`config.mk`:
```
export PLATFORM = sky130hd
export DESIGN_NAME = seq_alu
export DESIGN_NICKNAME = d
export VERILOG_FILES = /design/src/rtl/seq_alu_pkg.sv /design/src/rtl/seq_alu_mul.sv /design/src/rtl/seq_alu.sv
export SDC_FILE = /design/constraint.sdc
export NUM_CORES = 1
export LEC_CHECK = 0
export ABC_AREA = 1
export ABC_CLOCK_PERIOD_IN_PS = 7200
export CAP_MARGIN = 20
export CORE_ASPECT_RATIO = 1.5
export CORE_MARGIN = 2
export CORE_UTILIZATION = 28
export DETAILED_ROUTE_END_ITERATION = 7
export PLACE_DENSITY = 0.46
export SYNTH_ARGS = -nofsm -noshare
export SYNTH_HDL_FRONTEND = slang
export SYNTH_SLANG_ARGS = --single-unit
```
`constraint.sdc`:
```
create_clock -name clk -period 7.2 [get_ports clk]
set_clock_uncertainty 0.2 [all_clocks]
set_input_delay 1.44 -clock clk [delete_from_list [all_inputs] [get_ports clk]]
set_output_delay 1.44 -clock clk [all_outputs]
set_load 0.02 [all_outputs]
```
`src/rtl/seq_alu_pkg.sv`:
```
// Shared types for the registered sequential ALU: opcodes, FSM states and the flag bundle.
package seq_alu_pkg;

   typedef enum logic [3:0] {
      OP_ADD = 4'd0,
      OP_SUB = 4'd1,
      OP_AND = 4'd2,
      OP_OR  = 4'd3,
      OP_NOR = 4'd4,
      OP_XOR = 4'd5,
      OP_SLL = 4'd6,
      OP_SRL = 4'd7,
      OP_SRA = 4'd8,
      OP_MUL = 4'd9
   } op_e;

   // Highest legal opcode; anything above it completes as an illegal op.
   localparam logic [3:0] OP_LAST = 4'd9;

   typedef enum logic [1:0] {
      IDLE = 2'd0,
      MULB = 2'd1,
      DONE = 2'd2
   } state_e;

   typedef struct packed {
      logic zero;
      logic neg;
      logic carry;
      logic ovf;
      logic err;
   } flag_t;

   function automatic logic is_illegal(input logic [3:0] op);
      return op > OP_LAST;
   endfunction

endpackage

```
`src/rtl/seq_alu_mul.sv`:
```
// Iterative shift-add multiplier: one partial product per cycle, multiplier LSB first.
module seq_alu_mul #(
   parameter int WIDTH = 16
) (
   input  logic             clk,
   input  logic             rst_n,
   input  logic             start,
   input  logic [WIDTH-1:0] a,
   input  logic [WIDTH-1:0] b,
   output logic             busy,
   output logic             done,
   output logic [WIDTH-1:0] prod_lo,
   output logic             prod_hi_nz
);

   localparam int CW = $clog2(WIDTH);

   logic [2*WIDTH-1:0] r_acc;
   logic [2*WIDTH-1:0] r_mcand;
   logic [WIDTH-1:0]   r_mplier;
   logic [CW-1:0]      r_count;
   logic               r_busy;
   logic [2*WIDTH-1:0] w_acc_next;

   assign w_acc_next = r_mplier[0] ? (r_acc + r_mcand) : r_acc;

   // done flags the final step so the product can be captured on that same edge.
   assign busy       = r_busy;
   assign done       = r_busy && (r_count == '0);
   assign prod_lo    = w_acc_next[WIDTH-1:0];
   assign prod_hi_nz = |w_acc_next[2*WIDTH-1:WIDTH];

   // NOTE: state registers use non-blocking assignments so every flop samples pre-edge values.
   always_ff @(posedge clk or negedge rst_n) begin
      if (!rst_n) begin
         r_acc    <= '0;
         r_mcand  <= '0;
         r_mplier <= '0;
         r_count  <= '0;
         r_busy   <= 1'b0;
      end else if (start) begin
         r_acc    <= '0;
         r_mcand  <= {{WIDTH{1'b0}}, a};
         r_mplier <= b;
         r_count  <= CW'(WIDTH - 1);
         r_busy   <= 1'b1;
      end else if (r_busy) begin
         r_acc    <= w_acc_next;
         r_mcand  <= r_mcand << 1;
         r_mplier <= r_mplier >> 1;
         if (r_count == '0) begin
            r_busy <= 1'b0;
         end else begin
            r_count <= r_count - 1'b1;
         end
      end
   end

endmodule

```
`src/rtl/seq_alu.sv`:
```
// Registered ALU with valid/ready on both sides; single-cycle ops latch on accept, MUL iterates.
module seq_alu
   import seq_alu_pkg::*;
#(
   parameter int WIDTH = 16,
   parameter int SHW   = $clog2(WIDTH)
) (
   input  logic             clk,
   input  logic             rst_n,
   input  logic             in_valid,
   output logic             in_ready,
   input  logic [3:0]       op,
   input  logic [WIDTH-1:0] a,
   input  logic [WIDTH-1:0] b,
   output logic             out_valid,
   input  logic             out_ready,
   output logic [WIDTH-1:0] result,
   output logic             zero,
   output logic             neg,
   output logic             carry,
   output logic             ovf,
   output logic             err
);

   localparam int MSB = WIDTH - 1;

   state_e           r_state;
   state_e           w_state_next;
   logic [WIDTH-1:0] r_result;
   flag_t            r_flags;

   logic             w_accept;
   logic             w_is_mul;
   logic             w_mul_start;
   logic             w_latch_alu;
   logic             w_latch_mul;
   logic             w_mul_busy;
   logic             w_mul_done;
   logic [WIDTH-1:0] w_mul_lo;
   logic             w_mul_hi_nz;

   logic [WIDTH:0]   w_sum;
   logic [WIDTH:0]   w_dif;
   logic [SHW-1:0]   w_shamt;
   logic             w_shift_big;
   logic [WIDTH-1:0] w_res;
   logic             w_carry;
   logic             w_ovf;
   logic             w_err;

   assign w_accept = in_valid && in_ready;
   assign w_is_mul = (op == OP_MUL);

   seq_alu_mul #(.WIDTH(WIDTH)) u_mul (
      .clk        (clk),
      .rst_n      (rst_n),
      .start      (w_mul_start),
      .a          (a),
      .b          (b),
      .busy       (w_mul_busy),
      .done       (w_mul_done),
      .prod_lo    (w_mul_lo),
      .prod_hi_nz (w_mul_hi_nz)
   );

   always_ff @(posedge clk or negedge rst_n) begin
      if (!rst_n) r_state <= IDLE;
      else        r_state <= w_state_next;
   end

   // NOTE: every combinational output gets a default first so no path infers a latch.
   always_comb begin
      w_state_next = r_state;
      case (r_state)
         IDLE: if (w_accept) w_state_next = w_is_mul ? MULB : DONE;
         MULB: begin
            if (w_mul_done)       w_state_next = DONE;
            else if (!w_mul_busy) w_state_next = IDLE;
         end
         DONE: if (out_ready) w_state_next = IDLE;
         default: w_state_next = IDLE;
      endcase
   end

   always_comb begin
      in_ready    = (r_state == IDLE);
      out_valid   = (r_state == DONE);
      w_mul_start = w_accept && w_is_mul;
      w_latch_alu = w_accept && !w_is_mul;
      w_latch_mul = (r_state == MULB) && w_mul_done;
   end

   assign w_sum       = {1'b0, a} + {1'b0, b};
   assign w_dif       = {1'b0, a} - {1'b0, b};
   assign w_shamt     = b[SHW-1:0];
   assign w_shift_big = |b[WIDTH-1:SHW];

   // Single-cycle datapath; out-of-range shift amounts saturate instead of wrapping.
   always_comb begin
      w_res   = '0;
      w_carry = 1'b0;
      w_ovf   = 1'b0;
      w_err   = 1'b0;
      case (op_e'(op))
         OP_ADD: begin
            w_res   = w_sum[MSB:0];
            w_carry = w_sum[WIDTH];
            w_ovf   = (a[MSB] == b[MSB]) && (w_sum[MSB] != a[MSB]);
         end
         OP_SUB: begin
            w_res   = w_dif[MSB:0];
            w_carry = w_dif[WIDTH];
            w_ovf   = (a[MSB] != b[MSB]) && (w_dif[MSB] != a[MSB]);
         end
         OP_AND: w_res = a & b;
         OP_OR:  w_res = a | b;
         OP_NOR: w_res = ~(a | b);
         OP_XOR: w_res = a ^ b;
         OP_SLL: w_res = w_shift_big ? '0 : (a << w_shamt);
         OP_SRL: w_res = w_shift_big ? '0 : (a >> w_shamt);
         OP_SRA: w_res = w_shift_big ? {WIDTH{a[MSB]}} : WIDTH'($signed(a) >>> w_shamt);
         OP_MUL: w_res = '0;
         default: w_err = is_illegal(op);
      endcase
   end

   always_ff @(posedge clk or negedge rst_n) begin
      if (!rst_n) begin
         r_result <= '0;
         r_flags  <= '0;
      end else if (w_latch_alu) begin
         r_result      <= w_res;
         r_flags.zero  <= (w_res == '0);
         r_flags.neg   <= w_res[MSB];
         r_flags.carry <= w_carry;
         r_flags.ovf   <= w_ovf;
         r_flags.err   <= w_err;
      end else if (w_latch_mul) begin
         r_result      <= w_mul_lo;
         r_flags.zero  <= (w_mul_lo == '0);
         r_flags.neg   <= w_mul_lo[MSB];
         r_flags.carry <= w_mul_hi_nz;
         r_flags.ovf   <= 1'b0;
         r_flags.err   <= 1'b0;
      end
   end

   assign result = r_result;
   assign zero   = r_flags.zero;
   assign neg    = r_flags.neg;
   assign carry  = r_flags.carry;
   assign ovf    = r_flags.ovf;
   assign err    = r_flags.err;

endmodule

```
==> results by group <==
CTS
  • Clock slew at reported path FFs: 0.09 ns
  • H-Tree Depth: 3
  • Post-CTS resize count: 0
  • CTS hold repair buffers: 0
  • Sink Count: 107
  • Total setup buffers inserted after CTS: 0
  • Later-pin clock latency in the skew report: 0.39 ns
  • TritonCTS clock tree: yes
  • CTS Root Cell: clkbuf_16
  • Num CTS Buffers: 9
  • CTS max path bufs: 2

Synthesis
  • Syn_area_per_cell: 5.95 sq um
  • Post-Syn Area: 11300 sq um
  • Syn_nets: 2034
  • Post-synth EDFFs: 0
  • Fraction of registers with async set/reset: 1.00
  • Ys flop type: dfrtp_1
  • Ys Warns: 0
  • Mapped Cells: 1909
  • Sequential fraction of the synthesis area: 0.236
  • Count of different cell masters after synthesis: 45
  • Number of synthesized register bits: 107

Worst hold path
  • Hold Path Class: flop to flop
  • Hold path start: err
  • Hold EP: err
  • Hold Crit Depth: 2

Floorplan
  • Initial Util: 0.283
  • Die area: 42200 sq um
  • # rows: 90
  • Core area: 40100 sq um
  • Die H: 251 um
  • Ports: 63
  • Die X: 168 um

Worst setup path
  • R2R Path End: carry
  • Worst-path fanout max: 33
  • CP most frequent cell: nand2_1
  • Path type of the worst setup path: primary input to flop
  • Endpoint type of the worst setup path: flop
  • Startpoint types: primary input
  • Worst Path Required: 7.31 ns
  • Largest stage delay, worst path: 0.60 ns
  • CP cell instances: clkdlybuf4s50_1, buf_4, inv_1, buf_4, ha_1, nand2_1, nand3_1, nand2_1, nand2_1, nand2_1, nand2_1, nand2_1, nand3_1, nand3_1, nor2_1, nand2_1, nor2_1, nand3_1, a21oi_1
  • CP max-delay cell: ha_1
  • RR Startpoint: u_mul.r_mcand[0]
  • Flop2flop setup slack: 3.95 ns
  • Worst path arrival time: 4.92 ns
  • Reg2reg path depth: 18

Pwr
  • Max VDD drop: 0.000127 V
  • PwrDens: 282 nW/um^2
  • Static Leak: 6.52 nW

Job
  • Max_cap viols: 0

Route
  • Vias: 12.6k
  • TritonRoute pass-1 iters: 5
  • Wire per inst: 20.5 um
  • Vias/cell: 5.16
  • Number of antenna-violating nets in the routed design: 0
  • Post-route DRC: 0
  • Total Routed Length: 50100 um
  • Initial DRC count: 836

Outcome
  • Status: completed

Timing
  • Worst-margin pin slew: 1.07 ns
  • Setup WS post-layout: 2.39 ns
  • Final Hold Fails: 0
  • Minimum clock period: 4.81 ns
  • Endpoints failing setup: 0
  • Setup_tns: 0 ns
  • Max-slew headroom: 0.281
  • Maximum clock frequency: 208 MHz
  • RSZ-0062 raised after global routing: false
  • Slew Limit Fails: 0
  • Period utilization: 0.668
  • Hold Slack: 0.285 ns

GRT
  • Initial antenna violation count: 0
  • Pin count of the biggest net entering global routing: 64
  • Vias in the first global route: 12.6k
  • Global-route wire length before repair: 75600 um
  • Total congestion overflow: 0
  • GRT Total Usage: 0.238

Finish
  • Commonest non-fill, non-tap cell in the layout: nand2_1
  • Final Non-Filler Cells: 2441
  • Cell area after layout: 12700 sq um
  • Ant. Diodes: 0
  • Fin nets: 2055
  • Commonest non-fill, non-tap cells in the layout: nand2_1 (647), inv_1 (252), nand3_1 (231), nor2_1 (184), dfrtp_1 (107)
  • Layout cells sized above 1: 0.0269
  • Area Growth Syn to Fin: 11.9%

Place
  • DP HPWL: 41100 um
  • DP Area: 12400 sq um
  • I/O Buffers: 62
  • Gpl congestion: 0.978
  • Post-Place Cells: 2425
  • Setup slack after placement: 2.02 ns
[through the flow]
step | total power, mW | util
floorplan | 2.35 | -
global placement | 3.04 | 0.309
detailed placement | 3.05 | 0.309
CTS | 3.62 | 0.317
global route | 3.89 | 0.317
finish | 3.59 | 0.317
[state kept, by name (all words and copies together), names as in the netlist]
signal / count
u_mul.r_acc: 32
result: 16
r_state: 2
err: 1
u_mul.r_mcand: 32
carry: 1
u_mul.r_count: 4
ovf: 1
zero: 1
u_mul.r_mplier: 16
u_mul.busy: 1
[power by group]
part,internal [mW],leakage (nW),switching [mW]
combinational,0.672,4.95,1.34
sequential,0.830,1.42,0.185
clock,0.280,0.153,0.275
[kinds of logic after synthesis]
family	Yosys count	share of synthesized area
AND/OR/NAND/NOR	1121	0.409
flip-flops	107	0.236
XOR/XNOR	10	0.00772
buffers and inverters	323	0.113
adder cells (fa/ha/maj)	85	0.0957
AO/OA/AOI/OAI	263	0.139
[metal layers]
metal / GRT usage / share of wire
met1: 0.245 / 0.36
met2: 0.459 / 0.53
met3: 0.0194 / 0.033
met4: 0.150 / 0.070
met5: 0 / 0
[critical path, delay by kind of cell]
family          cells  cell delay [ns]
fa+ha+maj           1             0.60
simple gates       13             1.62
compound gates      1             0.15
buf+inv             4             1.06
[cells in the mapped netlist, types with 3 or more instances]
library cell	instances	share of area
buf_1	4	0.0013
nand3_1	231	0.10
dfrtp_1	107	0.24
buf_4	3	0.0020
fa_1	3	0.0053
buf_2	32	0.014
a22oi_1	3	0.0020
nand3b_1	3	0.0020
clkbuf_1	19	0.0063
nand2_1	647	0.21
nor2_2	5	0.0028
o221ai_1	20	0.015
nand4_1	17	0.0094
ha_1	82	0.090
o21ai_1	5	0.0022
a21oi_1	68	0.030
nor2_1	186	0.062
o21ai_0	78	0.034
o211ai_1	24	0.016
a21o_1	4	0.0026
inv_1	252	0.083
o21a_1	4	0.0026
nor3_1	11	0.0049
o22ai_1	38	0.021
nand2_2	5	0.0028
xor2_1	8	0.0062
and2_1	7	0.0039
inv_2	9	0.0030
a22o_1	4	0.0031
o21bai_1	9	0.0060
[final cells by class]
cell class | instances | area [sq um]
tap | 506 | 633
timing repair buffer | 72 | 693
inverter | 261 | 980
clock inverter | 7 | 93.8
sequential | 107 | 2680
multi-input combinational | 1479 | 7400
clock buffer | 9 | 225
fill | 4527 | 27400
[how the worst max path moves through the flow]
stage	depth (start not counted)	from	slack (ns)	to
after CTS	20	b[2]	2.43	zero
after detailed placement	20	b[2]	2.02	zero
final	19	b[2]	2.39	zero
after global placement	20	b[2]	2.09	zero
after floorplan	19	b[1]	3.57	zero
after global routing	19	b[2]	2.15	zero
Power figures use the tool's default switching activity.
